===== src/rtl/dct_pkg.sv =====
// Shared definitions for the DCT serial-stream receiver and transmitter.
package dct_pkg;

    localparam int unsigned IDX_W = 5;

    typedef enum logic {
        IDLE = 1'b0,
        RECV = 1'b1
    } state_t;

    // Transform size code to number of coefficient words per frame.
    function automatic logic [IDX_W:0] size_to_words(input logic [2:0] code);
        case (code)
            3'd0:    return 6'd4;
            3'd1:    return 6'd8;
            3'd2:    return 6'd16;
            default: return 6'd32;
        endcase
    endfunction

endpackage


===== src/rtl/dct_sfifo.sv =====
// Parameterised synchronous FIFO with count-based full/empty.
// A push while full is accepted only when a pop happens in the same cycle.
module dct_sfifo #(
    parameter int unsigned WIDTH = 8,
    parameter int unsigned DEPTH = 4
) (
    input  logic                     clk,
    input  logic                     rst_n,
    input  logic                     push,
    input  logic [WIDTH-1:0]         wdata,
    input  logic                     pop,
    output logic [WIDTH-1:0]         rdata,
    output logic                     full,
    output logic                     empty,
    output logic [$clog2(DEPTH):0]   count
);

    localparam int unsigned PW    = $clog2(DEPTH);
    localparam int unsigned CNT_W = PW + 1;

    logic [WIDTH-1:0] mem [DEPTH];
    logic [PW-1:0]    wr_ptr;
    logic [PW-1:0]    rd_ptr;
    logic             wr_en;
    logic             rd_en;

    assign full  = (count == CNT_W'(DEPTH));
    assign empty = (count == '0);
    assign rd_en = pop && !empty;
    assign wr_en = push && (!full || rd_en);

    // Head word is gated to zero when empty so outputs read 0 after reset.
    assign rdata = empty ? '0 : mem[rd_ptr];

    // Pointer and occupancy bookkeeping.
    always_ff @(posedge clk or negedge rst_n) begin
        if (!rst_n) begin
            wr_ptr <= '0;
            rd_ptr <= '0;
            count  <= '0;
        end else begin
            if (wr_en) wr_ptr <= wr_ptr + 1'b1;
            if (rd_en) rd_ptr <= rd_ptr + 1'b1;
            case ({wr_en, rd_en})
                2'b10:   count <= count + 1'b1;
                2'b01:   count <= count - 1'b1;
                default: count <= count;
            endcase
        end
    end

    // Storage write; contents need no reset since reads are gated by empty.
    always_ff @(posedge clk) begin
        if (wr_en) mem[wr_ptr] <= wdata;
    end

endmodule


===== src/rtl/dct_sdat_deser.sv =====
// Serial-to-parallel receiver for the DCT core SDAT/SVAL stream.
// Words arrive MSB first; completed words are queued with their frame index
// and a last-word flag, then handed out through a valid/ready port.
module dct_sdat_deser
    import dct_pkg::*;
#(
    parameter int unsigned W     = 16,
    parameter int unsigned DEPTH = 4
) (
    input  logic             iClk,
    input  logic             iRst_n,
    input  logic             iSDAT,
    input  logic             iSVAL,
    input  logic [2:0]       iSize,
    output logic [W-1:0]     oData,
    output logic [IDX_W-1:0] oIdx,
    output logic             oLast,
    output logic             oValid,
    input  logic             iReady,
    output logic             oOvf,
    output logic             oFrameErr
);

    localparam int unsigned BW = $clog2(W);
    localparam int unsigned FW = W + IDX_W + 1;

    state_t              state, state_nxt;
    logic                err_nxt;
    logic [W-2:0]        shreg;
    logic [BW-1:0]       bit_cnt;
    logic [IDX_W:0]      word_cnt;
    logic [IDX_W:0]      n_words;
    logic [W-1:0]        word_nxt;
    logic                frame_done;
    logic                start;
    logic                push;
    logic                is_last;
    logic [FW-1:0]       fifo_rdata;
    logic                fifo_full;
    logic                fifo_empty;
    logic [$clog2(DEPTH):0] fifo_count;

    assign word_nxt   = {shreg, iSDAT};
    assign frame_done = (word_cnt == n_words);
    // A frame starts from IDLE, or directly after the final word of the previous one.
    assign start      = iSVAL && ((state == IDLE) || frame_done);
    assign push       = (state == RECV) && iSVAL && !frame_done && (bit_cnt == BW'(W - 1));
    assign is_last    = (word_cnt == n_words - 1'b1);

    // Next-state and frame-error decision.
    always_comb begin
        state_nxt = state;
        err_nxt   = 1'b0;
        case (state)
            IDLE: if (iSVAL) state_nxt = RECV;
            RECV: begin
                if (!iSVAL) begin
                    state_nxt = IDLE;
                    err_nxt   = !frame_done;
                end
            end
            default: state_nxt = IDLE;
        endcase
    end

    // State register and registered frame-error pulse.
    always_ff @(posedge iClk or negedge iRst_n) begin
        if (!iRst_n) begin
            state     <= IDLE;
            oFrameErr <= 1'b0;
        end else begin
            state     <= state_nxt;
            oFrameErr <= err_nxt;
        end
    end

    // Bit shifting and bit/word counting; a new frame discards any partial word.
    always_ff @(posedge iClk or negedge iRst_n) begin
        if (!iRst_n) begin
            shreg    <= '0;
            bit_cnt  <= '0;
            word_cnt <= '0;
            n_words  <= '0;
        end else if (start) begin
            n_words  <= size_to_words(iSize);
            shreg    <= (W - 1)'(iSDAT);
            bit_cnt  <= BW'(1);
            word_cnt <= '0;
        end else if ((state == RECV) && iSVAL) begin
            shreg <= word_nxt[W-2:0];
            if (bit_cnt == BW'(W - 1)) begin
                bit_cnt  <= '0;
                word_cnt <= word_cnt + 1'b1;
            end else begin
                bit_cnt <= bit_cnt + 1'b1;
            end
        end
    end

    // Sticky overflow: a completed word found the FIFO full with no pop.
    always_ff @(posedge iClk or negedge iRst_n) begin
        if (!iRst_n) begin
            oOvf <= 1'b0;
        end else if (push && fifo_full && !(iReady && !fifo_empty)) begin
            oOvf <= 1'b1;
        end
    end

    dct_sfifo #(
        .WIDTH (FW),
        .DEPTH (DEPTH)
    ) u_fifo (
        .clk   (iClk),
        .rst_n (iRst_n),
        .push  (push),
        .wdata ({word_nxt, word_cnt[IDX_W-1:0], is_last}),
        .pop   (iReady),
        .rdata (fifo_rdata),
        .full  (fifo_full),
        .empty (fifo_empty),
        .count (fifo_count)
    );

    assign {oData, oIdx, oLast} = fifo_rdata;
    assign oValid               = (fifo_count != '0);

endmodule


===== config.mk =====
export PLATFORM = sky130hd
export DESIGN_NAME = dct_sdat_deser
export DESIGN_NICKNAME = d
export VERILOG_FILES = /design/src/rtl/dct_pkg.sv /design/src/rtl/dct_sfifo.sv /design/src/rtl/dct_sdat_deser.sv
export SDC_FILE = /design/constraint.sdc
export NUM_CORES = 1
export LEC_CHECK = 0
export CAP_MARGIN = 20
export CELL_PAD_IN_SITES_DETAIL_PLACEMENT = 2
export CELL_PAD_IN_SITES_GLOBAL_PLACEMENT = 2
export CORE_MARGIN = 3
export CORE_UTILIZATION = 40
export CTS_CLUSTER_DIAMETER = 80
export DETAILED_ROUTE_END_ITERATION = 6
export HOLD_SLACK_MARGIN = 0.05
export PLACE_DENSITY = 0.78
export SYNTH_ARGS = -nofsm -noshare
export SYNTH_HDL_FRONTEND = slang
export SYNTH_SLANG_ARGS = --single-unit

===== constraint.sdc =====
create_clock -name iClk -period 2 [get_ports iClk]
set_input_delay 0.4 -clock iClk [delete_from_list [all_inputs] [get_ports iClk]]
set_output_delay 0.4 -clock iClk [all_outputs]
set_load 0.01 [all_outputs]

# Word-level counts from Yosys, hierarchy flattened
# Memories as Yosys holds them, arrays and structs flattened.
# Index checks and enable logic that the tools add are counted.
[totals]
mem_count = 1
wordCells = 64
reg_bits = 41
mem_bits_rw = 88
output_inout_bits = 25
in_bits = 8
[memory_table]
columns = ["name", "words", "word_bits", "read_ports", "rd_ports_with_merged_regs", "wr", "line", "rtl"]
rows = [
  ["u_fifo.mem", 4, 22, 1, 0, 1, "dct_sfifo.sv:21", "logic [WIDTH-1:0] mem [DEPTH];"],
]
[classes]
eq_ne = 8
add_sub_neg = 7
n_mux = 16
reduce_logical = 21
bitwise = 1
[ops]
columns = ["cell", "n"]
rows = [
  ["2-to-1 mux 15 bit", 2],
  ["2-to-1 mux 22 bit", 1],
  ["2-to-1 mux 6 bit", 3],
  ["case mux 6 bit (3 select lines)", 1],
  ["equality test 6 bit", 2],
  ["2-to-1 mux 4 bit", 3],
  ["logical AND 1 bit", 8],
  ["adder 6 x 1 -> 6 bit (second input constant)", 1],
  ["zero test 3 bit", 2],
  ["case mux 3 bit (2 select lines)", 1],
  ["nonzero test 2 bit", 3],
  ["subtractor 6 x 1 -> 6 bit (second input constant)", 1],
  ["2-to-1 mux 1 bit", 5],
  ["adder 2 x 1 -> 2 bit (second input constant)", 2],
  ["adder 4 x 1 -> 4 bit (second input constant)", 1],
  ["equality test 4 bit (second input constant)", 1],
  ["zero test 1 bit", 4],
  ["adder 3 x 1 -> 3 bit (second input constant)", 1],
  ["equality test 3 x 1 -> 1 bit (second input constant)", 1],
  ["equality test 3 x 2 -> 1 bit (second input constant)", 1],
  ["equality test 3 bit (second input constant)", 1],
  ["nonzero test 3 bit", 1],
  ["subtractor 3 x 1 -> 3 bit (second input constant)", 1],
  ["equality test 2 x 1 -> 1 bit (second input constant)", 1],
  ["other kinds (4)", 5],
]

# Logic depth before layout (Yosys ltp)
# Gate-level depths: netlist of run 1.
[depth]
word_depth = 7
depth_mapped = 11
mapped_depth_nobuf = 11

# Hierarchy
# From an unflattened synthesis of run 1, not the netlist that was laid out.
[hier_totals]
hier_cells = 322
area_unflattened_um2 = 5303.8
[modules_own_cells]
columns = ["mod", "seq_area_each_um2", "instances", "cells_per_inst", "area_per_inst_um2"]
rows = [
  ["dct_sfifo", 2817.7, 1, 178, 3759.9],
  ["dct_sdat_deser", 800.8, 1, 144, 1544.0],
]

# Worst setup path before layout of run 1
# No wires, ideal clock.
[synth_timing]
path_kind = "register -> register"
startpoint = "register word_cnt[3]"
endpoint = "register u_fifo.count[2]"
path_buffers = 1
slack_ps = -170
path_stages_with_launch = 12
period_less_slack_ps = 2170
required_time_ps = 1921
arrival_ps = 2090
setup_time_ps = 79
cell_sequence = "dfrtp_1 -> buf_2 -> xnor2_2 -> nand3_2 -> o211a_2 -> inv_1 -> ha_1 -> inv_1 -> fa_1 -> xor2_1 -> nor2_1 -> xor2_1"
[synth_via]
elab_chain_cells = 7
word_cells_on_any_way = 9
cone_classes = "eq/ne (3); mux (1); reduce/logical (5)"
[synth_lines]
columns = ["element", "line", "rtl"]
rows = [
  ["start: declaration", "dct_sdat_deser.sv:31", "logic [IDX_W:0] word_cnt;"],
  ["start signal: assignment", "dct_sdat_deser.sv:93", "word_cnt <= word_cnt + 1'b1;"],
  ["equality test 6 bit *", "dct_sdat_deser.sv:44", "assign frame_done = (word_cnt == n_words);"],
  ["zero test 1 bit *", "dct_sdat_deser.sv:47", "assign push = (state == RECV) && iSVAL && !frame_done && (bit_cnt == BW'(W - 1));"],
  ["logical AND 1 bit * (2 in series)", "dct_sdat_deser.sv:47", ""],
  ["logical AND 1 bit *", "dct_sfifo.sv:30", "assign wr_en = push && (!full || rd_en);"],
  ["equality test 2 x 1 -> 1 bit / equality test 2 bit (equally long branches)", "dct_sfifo.sv:44", "case ({wr_en, rd_en})"],
  ["case mux 3 bit (2 select lines) / nonzero test 2 bit (equally long branches)", "-", ""],
  ["end signal: assignment", "dct_sfifo.sv:45", "2'b10: count <= count + 1'b1;"],
  ["end signal: assignment", "dct_sfifo.sv:46", "2'b01: count <= count - 1'b1;"],
  ["end signal: assignment", "dct_sfifo.sv:47", "default: count <= count;"],
  ["end: declaration", "dct_sfifo.sv:15", "output logic [$clog2(DEPTH):0] count"],
]
# Every way passes the cells marked *; elsewhere a longest branch is shown, timed or not.
# A chain may end at the register's enable or synchronous reset.

# Final worst setup path of run 1
[layout_timing]
startpoint = "register u_fifo.count[2]"
endpoint = "output port oIdx[3]"
[layout_via]
elab_chain_cells = 2
[layout_lines]
columns = ["element", "line", "rtl"]
rows = [
  ["zero test 3 bit", "dct_sfifo.sv:28", "assign empty = (count == '0);"],
  ["2-to-1 mux 22 bit", "dct_sfifo.sv:33", "assign rdata = empty ? '0 : mem[rd_ptr];"],
  ["end: declaration", "dct_sdat_deser.sv:16", "output logic [IDX_W-1:0] oIdx,"],
]
# Every way passes these cells.

==> results of run 1 <==
## through the flow
step	setup TNS [ns]	hold WS [ns]	utilization
2_1_floorplan	-0.114	0.104	-
3_3_place_gp	-27.61	0.403	0.487
3_5_place_dp	-30.26	0.416	0.487
4_1_cts	-6.89	0.512	0.556
5_1_grt	-20.29	0.546	0.575
6_report	-14.82	0.504	0.575
## worst max-delay path, cell delays in order (launching register included)
cell and delay, ns:
dfrtp_1 0.45, or3_4 0.46, buf_12 0.16, clkbuf_16 0.15, and2_4 0.14, buf_6 0.11
## flip-flops by register name, indices dropped and copies added (netlist names)
signal         flops
u_fifo.mem        88
shreg             15
word_cnt           6
bit_cnt            4
n_words            4
u_fifo.count       3
u_fifo.rd_ptr      2
u_fifo.wr_ptr      2
oFrameErr          1
oOvf               1
state              1
## power groups by stage
stage               combinational [mW]  clock (mW)  sequential (mW)
global route                      3.59        3.50             3.06
CTS                               3.26        3.33             3.03
finish                            3.38        3.35             3.06
global placement                  2.42           0             3.04
detailed placement                2.53           0             3.06
floorplan                         1.28           0             3.03
## routing by layer
layer | part of all wire | vias to the layer above | wire [um] | global-route usage
li1 | - | 1380 | - | -
met2 | 0.55 | 119 | 9490 | 0.427
met5 | 0 | - | 0 | 0
met3 | 0.040 | 49 | 691 | 0.0477
met1 | 0.37 | 1690 | 6420 | 0.249
met4 | 0.043 | 0 | 747 | 0.0928
## what timing repair did
item / in CTS / in global routing
endpoints found under the hold margin: 18 / 0
hold buffers: 1 / 0
gates resized for setup: 133 / 35
pin swaps: 30 / 19
setup buffers: 9 / 9
gates cloned: 4 / 9
setup endpoints to repair: 113 / 115
## worst max-delay path by stage
stage                                 from               to  slack (ns)
after global placement              iReady  u_fifo.count[2]       -0.50
after global routing       u_fifo.count[2]  u_fifo.count[2]       -0.39
final                      u_fifo.count[2]          oIdx[3]       -0.31
after floorplan                word_cnt[3]  u_fifo.count[2]       -0.11
after CTS                 u_fifo.rd_ptr[0]        oData[10]       -0.30
after detailed placement            iReady  u_fifo.count[2]       -0.54
## cell usage in the layout, fill, tap and decap left out, types with 2 or more instances in the layout
cell,n
clkdlybuf4s50_1,7
dfrtp_1,37
a22o_1,15
a21oi_1,4
nor2_1,12
bufinv_16,4
buf_6,28
buf_16,2
clkinv_1,2
buf_12,10
a31o_2,2
clkinv_4,3
xnor2_2,4
buf_8,2
xnor2_1,7
inv_1,9
and2_1,2
clkbuf_16,23
ha_1,8
nand2_1,10
buf_2,4
and2_4,25
mux2i_1,2
nand3_1,3
nor3_1,4
mux2_2,2
mux4_2,22
clkinvlp_4,3
nand4_1,2
xor2_1,7
edfxtp_1,88
mux2_1,2
buf_4,42
dfrtp_2,2
## kinds of logic after synthesis
kind of cell / after synthesis
mux: 28
fa+ha+maj: 10
simple gates: 68
compound gates: 29
xor+xnor: 18
flops: 127
buf+inv: 25
## layout make-up
class,instances,area share
timing repair buffer,103,0.161
multi-input combinational,153,0.219
inverter,12,0.00652
clock buffer,19,0.0608
clock inverter,13,0.0256
tap,172,0.0295
sequential,127,0.497
==> impl_metrics.tcl, run 1 <==
set metrics [dict create \
    wl_um 17300 \
    worstPathRequired_ns 1.60 \
    internal-power_mw 7.02 \
    fillers 1109 \
    finalPower_mw 9.79 \
    io-pin-count 33 \
    yosysSeqAreaShare 0.693 \
    port_buffers 32 \
    combPwrFrac 0.345 \
    gp_congestion 0.815 \
    synth_compound_area_frac 0.0443 \
    reg2reg_from "u_fifo.count[2]" \
    clkTransAtPathRegs_ns 0.06 \
    grt.overflow.total 0 \
    place_ws_ns -0.542 \
    synthFlopType "edfxtp_1" \
    drc_errors 0 \
    synthAdderAreaFrac 0.0254 \
    tightest_slew_ns 0.592 \
    cts-root-buf "clkbuf_16" \
    fin_nets 432 \
    synth_mux_area_frac 0.107 \
    syn-num-nets 323 \
    num_antenna_cells 0 \
    clockPowerShare 0.343 \
    r2r_setup_slack_ns -0.28 \
    clock-sinks 127 \
    reg2reg_to "u_fifo.count[2]" \
    seq_area_um2 3620 \
    final_area_um2 7290 \
    synth_area_leaders "edfxtp_1, dfrtp_1, mux4_2" \
    start_kind "flip-flop" \
    hpwl_um 8360 \
    min_period_ns 2.31 \
    mappedNetlistArea_um2 5220 \
    switching_share 0.284 \
    track_usage 0.227 \
    dp_cells 541 \
    vias_per_cell 5.41 \
    clock_skew_ns 0.00939 \
    power_density_nw_per_um2 1340 \
    path_class "flip-flop to output port" \
    antenna_found_initial 0 \
    rows 41 \
    syn_inst 305 \
    drt-pass1-iter-count 4 \
    core_um2 12700 \
    syn_avg_cell_area_um2 17.1 \
    first_global_vias 3563 \
    dieHeight_um 120 \
    yosys_warnings 0 \
    grt_max_degree 24 \
    synth.distinct_cells 43 \
    area_delta_synth_final_pct 39.5 \
    dieWidth_um 120 \
    cts_tree "built" \
    start_util 0.412 \
    crit_path_end_kind "output port" \
    period_share 1.15 \
    die-area_um2 14500 \
    placed_area_um2 6170 \
    p_sw_mw 2.78 \
    multi_input_area_um2 1600 \
    crit_fanout 5 \
    clock_latency_ns 0.42 \
    synth.most_common_cell "edfxtp_1" \
    yosys.area_share.simple 0.0707 \
    ys_ff_latch 127 \
    slew_headroom 0.605 \
    violations "setup timing" \
    reg2reg_depth 12 \
    ys_top_cells_by_count "edfxtp_1, dfrtp_1, and2_1" \
    htree_levels 4 \
    rsz0062_at_grt "true" \
    synth_top_family_by_area "multiplexers" \
    synth_top_area_share 0.506 \
    fmaxAchievable_mhz 434 \
    setup_viol 113 \
    hold_viol 0 \
    async_reset_ff_frac 0.307 \
    ir_drop_mv 0.671 \
    p_leak_nw 2.75 \
    grt_pass1_wl_um 23200 \
    synth_edf_count 88 \
    drv_slew 0 \
    cap_violations 0 \
    synth_xor_area_frac 0.0359 \
    setup_ws_ns -0.306 \
    synth_top_area_cell "edfxtp_1" \
    wl_per_cell_um 29.0 \
    vias 3238 \
    layoutNonFillerInstCount 599 \
    drive_above_1_share 0.454 \
    min_path_type "input port to async pin" \
    cts_buffers 17 \
    p_seq_frac 0.312 \
    drtAntennaViolNets 0 \
    first_iter_violations 185 \
    status "finished, violations left" \
    clockBufferDepth 2 \
    arrival_ns 1.91 \
]
(Power assumes the default switching activity.)
==> run 2: changes to the inputs <==
- MAX_ROUTING_LAYER: default -> met4
- SLEW_MARGIN: default -> 20
==> run 2 against run 1 <==
The run still ends with setup timing left. Total power is 0.19% higher. Sequential power about the same. Clock power about the same. Highest routed layer unchanged.
==> impl_metrics.tcl, run 2 (synthesis results as in run 1) <==
set metrics [dict create \
    io-pin-count 33 \
    clock_skew_ns 0.00900 \
    area_delta_synth_final_pct 40.0 \
    grt.overflow.total 0 \
    vias 3213 \
    core_um2 12700 \
    min_path_type "input port to async pin" \
    startpoint "u_fifo.count[0]" \
    fmaxAchievable_mhz 430 \
    fin_nets 433 \
    clock_latency_ns 0.43 \
    crit_fanout 6 \
    power_density_nw_per_um2 1340 \
    drt-pass1-iter-count 4 \
    grt_max_degree 24 \
    dieWidth_um 120 \
    reg2reg_depth 12 \
    hold_viol 0 \
    vias_per_cell 5.36 \
    layout_common_cells "edfxtp_1, buf_4, dfrtp_1, buf_6, and2_4" \
    drtAntennaViolNets 0 \
    clkTransAtPathRegs_ns 0.06 \
    antenna_found_initial 0 \
    drc_errors 0 \
    reg2reg_from "u_fifo.count[2]" \
    die-area_um2 14500 \
    first_global_vias 3549 \
    crit_path_end_kind "output port" \
    period_share 1.16 \
    hpwl_um 8360 \
    port_buffers 32 \
    p_leak_nw 2.76 \
    first_iter_violations 225 \
    drive_above_1_share 0.456 \
    wl_um 16900 \
    ir_drop_mv 0.633 \
    cts_tree "built" \
    cts-root-buf "clkbuf_16" \
    clockBufferDepth 2 \
    reg_top3 "u_fifo.mem (88), shreg (15), word_cnt (6)" \
    wl_per_cell_um 28.2 \
    drv_slew 0 \
    start_kind "flip-flop" \
    htree_levels 4 \
    min_period_ns 2.33 \
    cap_violations 0 \
    rsz0062_at_grt "true" \
    cts_buffers 17 \
    path_class "flip-flop to output port" \
    largest_register_ffs 88 \
    placed_area_um2 6170 \
    mostFrequentLayoutCell "edfxtp_1" \
    slew_headroom 0.612 \
    whs_ns 0.487 \
    num_antenna_cells 0 \
    setup_ws_ns -0.328 \
    violations "setup timing" \
    track_usage 0.233 \
    tightest_slew_ns 0.582 \
    setup_viol 113 \
    rows 41 \
    dieHeight_um 120 \
    start_util 0.412 \
    reg2reg_to "u_fifo.count[2]" \
    r2r_setup_slack_ns -0.30 \
    arrival_ns 1.93 \
    gp_congestion 0.827 \
    grt_pass1_wl_um 23100 \
    worstPathRequired_ns 1.60 \
    status "finished, violations left" \
    final_area_um2 7310 \
    clock-sinks 127 \
    top_register "u_fifo.mem" \
]
==> run 2: changes by cell type in the layout (fill, tap and decap cells not counted) <==
cell       previous run  this run
clkbuf_16            23        24
==> run 2: worst max-delay path: stages (launching register included) <==
cell	delay, ns
dfrtp_2	0.46
or3_4	0.47
buf_12	0.16
buf_16	0.13
and2_4	0.16
buf_6	0.12
==> run 2: how the worst max path moves through the flow <==
stage	endpoint	depth (start not counted)	slack (ns)
2_1_floorplan	u_fifo.count[2]	11	-0.11
3_3_place_gp	u_fifo.count[2]	12	-0.50
3_5_place_dp	u_fifo.count[2]	12	-0.54
4_1_cts	oData[10]	5	-0.30
5_1_grt	u_fifo.count[2]	12	-0.37
6_report	oData[0]	5	-0.33
==> run 2: power by group <==
| group | switching [mW] | internal, mW |
|---|---|---|
| Combinational | 1.39 | 1.99 |
| Clock | 1.26 | 2.12 |
| Sequential | 0.156 | 2.91 |
| Total | 2.80 | 7.02 |
==> run 2: per-layer routing <==
layer,vias to the layer above,routed length (um),part of all wire,track usage
li1,1386,-,-,-
met1,1674,6370,0.38,0.245
met2,109,9250,0.55,0.430
met3,44,679,0.040,0.0458
met4,0,605,0.036,0.0949
met5,-,0,0,-
==> run 2: repair_timing <==
item,in CTS,in global routing
pin swaps,30,21
gates cloned,4,10
hold buffers,1,0
setup endpoints to repair,113,115
buffers inserted,9,9
resized for setup,133,35
endpoints found under the hold margin,18,0
==> run 2: stage by stage <==
step / total power [mW] / worst slack (ns) / cells / setup TNS [ns] / util
floorplan: 4.32 / -0.114 / 305 / -0.114 / -
global placement: 5.46 / -0.495 / 541 / -27.61 / 0.487
detailed placement: 5.59 / -0.542 / 541 / -30.26 / 0.487
CTS: 9.61 / -0.298 / 586 / -6.89 / 0.556
global route: 10.2 / -0.370 / 600 / -21.63 / 0.577
finish: 9.81 / -0.328 / 600 / -15.56 / 0.577
==> run 2: final cells by class <==
cell class                      instances  area, um2
Timing Repair Buffer                  104       1200
Multi-Input combinational cell        153       1600
Clock buffer                           19        443
Inverter                               12       47.5
Tap cell                              172        215
Fill cell                            1076       5360
Clock inverter                         13        186
Sequential cell                       127       3620
==> run 3: changes to the inputs <==
- CELL_PAD_IN_SITES_DETAIL_PLACEMENT: 2 -> default
- CELL_PAD_IN_SITES_GLOBAL_PLACEMENT: 2 -> default
- CORE_UTILIZATION: 40 -> 53
==> run 3 against run 2 <==
The run still ends with setup timing left. Sequential share of layout area up 3.0 points. Critical path depth unchanged. Count of clock-buffer cells in the layout down 2. Highest routed layer unchanged. Setup slack better by 0.019 ns. Via count down 6.3%. Combinational power down 16%. Clock skew down 0.0011 ns.
==> impl_metrics.tcl, run 3 (synthesis results as in run 1) <==
set metrics [dict create \
    top_register "u_fifo.mem" \
    dieWidth_um 105 \
    path_class "flip-flop to output port" \
    crit_path_end_kind "output port" \
    port_buffers 32 \
    wl_met2_um 6290 \
    p_leak_nw 2.57 \
    dieHeight_um 105 \
    path_cells "or3_4 -> buf_12 -> buf_12 -> and2_1 -> buf_2" \
    hold_viol 0 \
    clock_skew_ns 0.00794 \
    clock_latency_ns 0.51 \
    rsz0062_at_grt "true" \
    crit_buf_inv 3 \
    core_um2 9420 \
    crit_fanout 6 \
    antenna_found_initial 0 \
    rows 35 \
    largest_register_ffs 88 \
    status "finished, violations left" \
    grt_pass1_wl_um 18100 \
    hpwl_um 6070 \
    top_layer_used "met4" \
    area_delta_synth_final_pct 32.1 \
    track_usage 0.224 \
    die-area_um2 11100 \
    setup_viol 24 \
    cts_buffers 17 \
    grt_max_degree 23 \
    vias_per_cell 5.58 \
    arrival_ns 1.91 \
    drt-pass1-iter-count 5 \
    worstPathRequired_ns 1.60 \
    wl_um 11400 \
    multi_input_area_um2 1570 \
    slew_headroom 0.650 \
    clkTransAtPathRegs_ns 0.06 \
    met1Wirelength_um 4360 \
    reg_top3 "u_fifo.mem (88), shreg (15), word_cnt (6)" \
    seq_area_um2 3620 \
    drc_errors 0 \
    layout_common_cells "edfxtp_1, dfrtp_1, buf_4, mux4_2, clkbuf_16" \
    layoutNonFillerInstCount 539 \
    violations "setup timing" \
    vias 3010 \
    first_iter_violations 208 \
    clock-sinks 127 \
    dp_cells 493 \
    drive_above_1_share 0.417 \
    gp_congestion 0.823 \
    clockBufferDepth 2 \
    met3_length_um 549 \
    fillers 517 \
    io-pin-count 33 \
    wl_per_cell_um 21.1 \
    period_share 1.15 \
    grt.overflow.total 0 \
    mostFrequentLayoutCell "edfxtp_1" \
    tns_ns -6.57 \
    ir_drop_mv 0.578 \
    start_util 0.555 \
    cpPeakStageDelay_ns 0.43 \
    finalPower_mw 8.97 \
    drv_slew 0 \
    min_period_ns 2.31 \
    drtAntennaViolNets 0 \
    whs_ns 0.406 \
    start_kind "flip-flop" \
    htree_levels 4 \
    power_density_nw_per_um2 1300 \
    cpMostUsedCell "buf_12" \
    num_antenna_cells 0 \
    fin_nets 415 \
    cts_tree "built" \
    first_global_vias 3330 \
    cap_violations 0 \
    min_path_type "input port to async pin" \
    cp_slowest_cell "dfrtp_2" \
    critPathTopFamily "simple AND/OR/NAND/NOR gates" \
    setup_ws_ns -0.308 \
    fmaxAchievable_mhz 433 \
    tightest_slew_ns 0.525 \
    cts-root-buf "clkbuf_8" \
]
-- run 3: cell types whose count changed in the layout (fill, tap and decap cells not counted), moves of 2 or more --
cell        before  now
clkinv_4         3    0
and2_2           0    2
clkinvlp_4       3    6
buf_6           28   16
and2_1           2    9
and2_4          25   16
clkinv_2         1    4
clkbuf_16       24   18
buf_4           42   35
buf_2            4   12
-- run 3: final timing paths --
| path | from | to | slack [ns] | cells past startpoint |
|---|---|---|---|---|
| setup / recovery | u_fifo.count[1] | oData[15] | -0.31 | 5 |
| hold / removal | iRst_n | n_words[4] | 0.41 | 2 |
| setup reg to reg | n_words[4] | u_fifo.count[2] | -0.10 | 10 |
| hold reg to reg | u_fifo.wr_ptr[1] | u_fifo.wr_ptr[1] | 0.55 | 1 |
| max in group asynchronous | iRst_n | u_fifo.rd_ptr[0] | 1.09 | 3 |
| min in group iClk | iSize[0] | n_words[3] | 0.54 | 3 |
-- run 3: layout make-up --
type / instances / share of cell area
Inverter: 12 / 0.00689
Clock buffer: 17 / 0.0601
Tap cell: 129 / 0.0234
Clock inverter: 15 / 0.0281
Timing Repair Buffer: 86 / 0.128
Multi-Input combinational cell: 153 / 0.228
Sequential cell: 127 / 0.525
-- run 3: metrics by stage --
stage / instance area (um2) / setup slack (ns) / util
2_1_floorplan: 5260 / -0.114 / -
3_3_place_gp: 6070 / -0.475 / 0.645
3_5_place_dp: 6070 / -0.567 / 0.645
4_1_cts: 6930 / -0.386 / 0.736
5_1_grt: 6900 / -0.383 / 0.732
6_report: 6900 / -0.308 / 0.732
-- run 3: what timing repair did --
action,4_1_cts,5_1_grt
cloned,4,2
buffers inserted,12,1
hold buffers,1,0
hold endpoints to repair,20,0
endpoints found under the setup margin,24,109
gates resized for setup,124,15
pin swaps,27,4
-- run 3: layer usage --
metal  up-vias  GRT usage
met5         -          -
met4         0     0.0694
met3        20     0.0484
met2       115      0.391
met1      1535      0.261
li1       1340          -
-- run 3: where the power goes --
part | switching [mW] | internal (mW)
registers | 0.116 | 2.91
logic | 1.17 | 1.66
clock network | 1.11 | 2.01
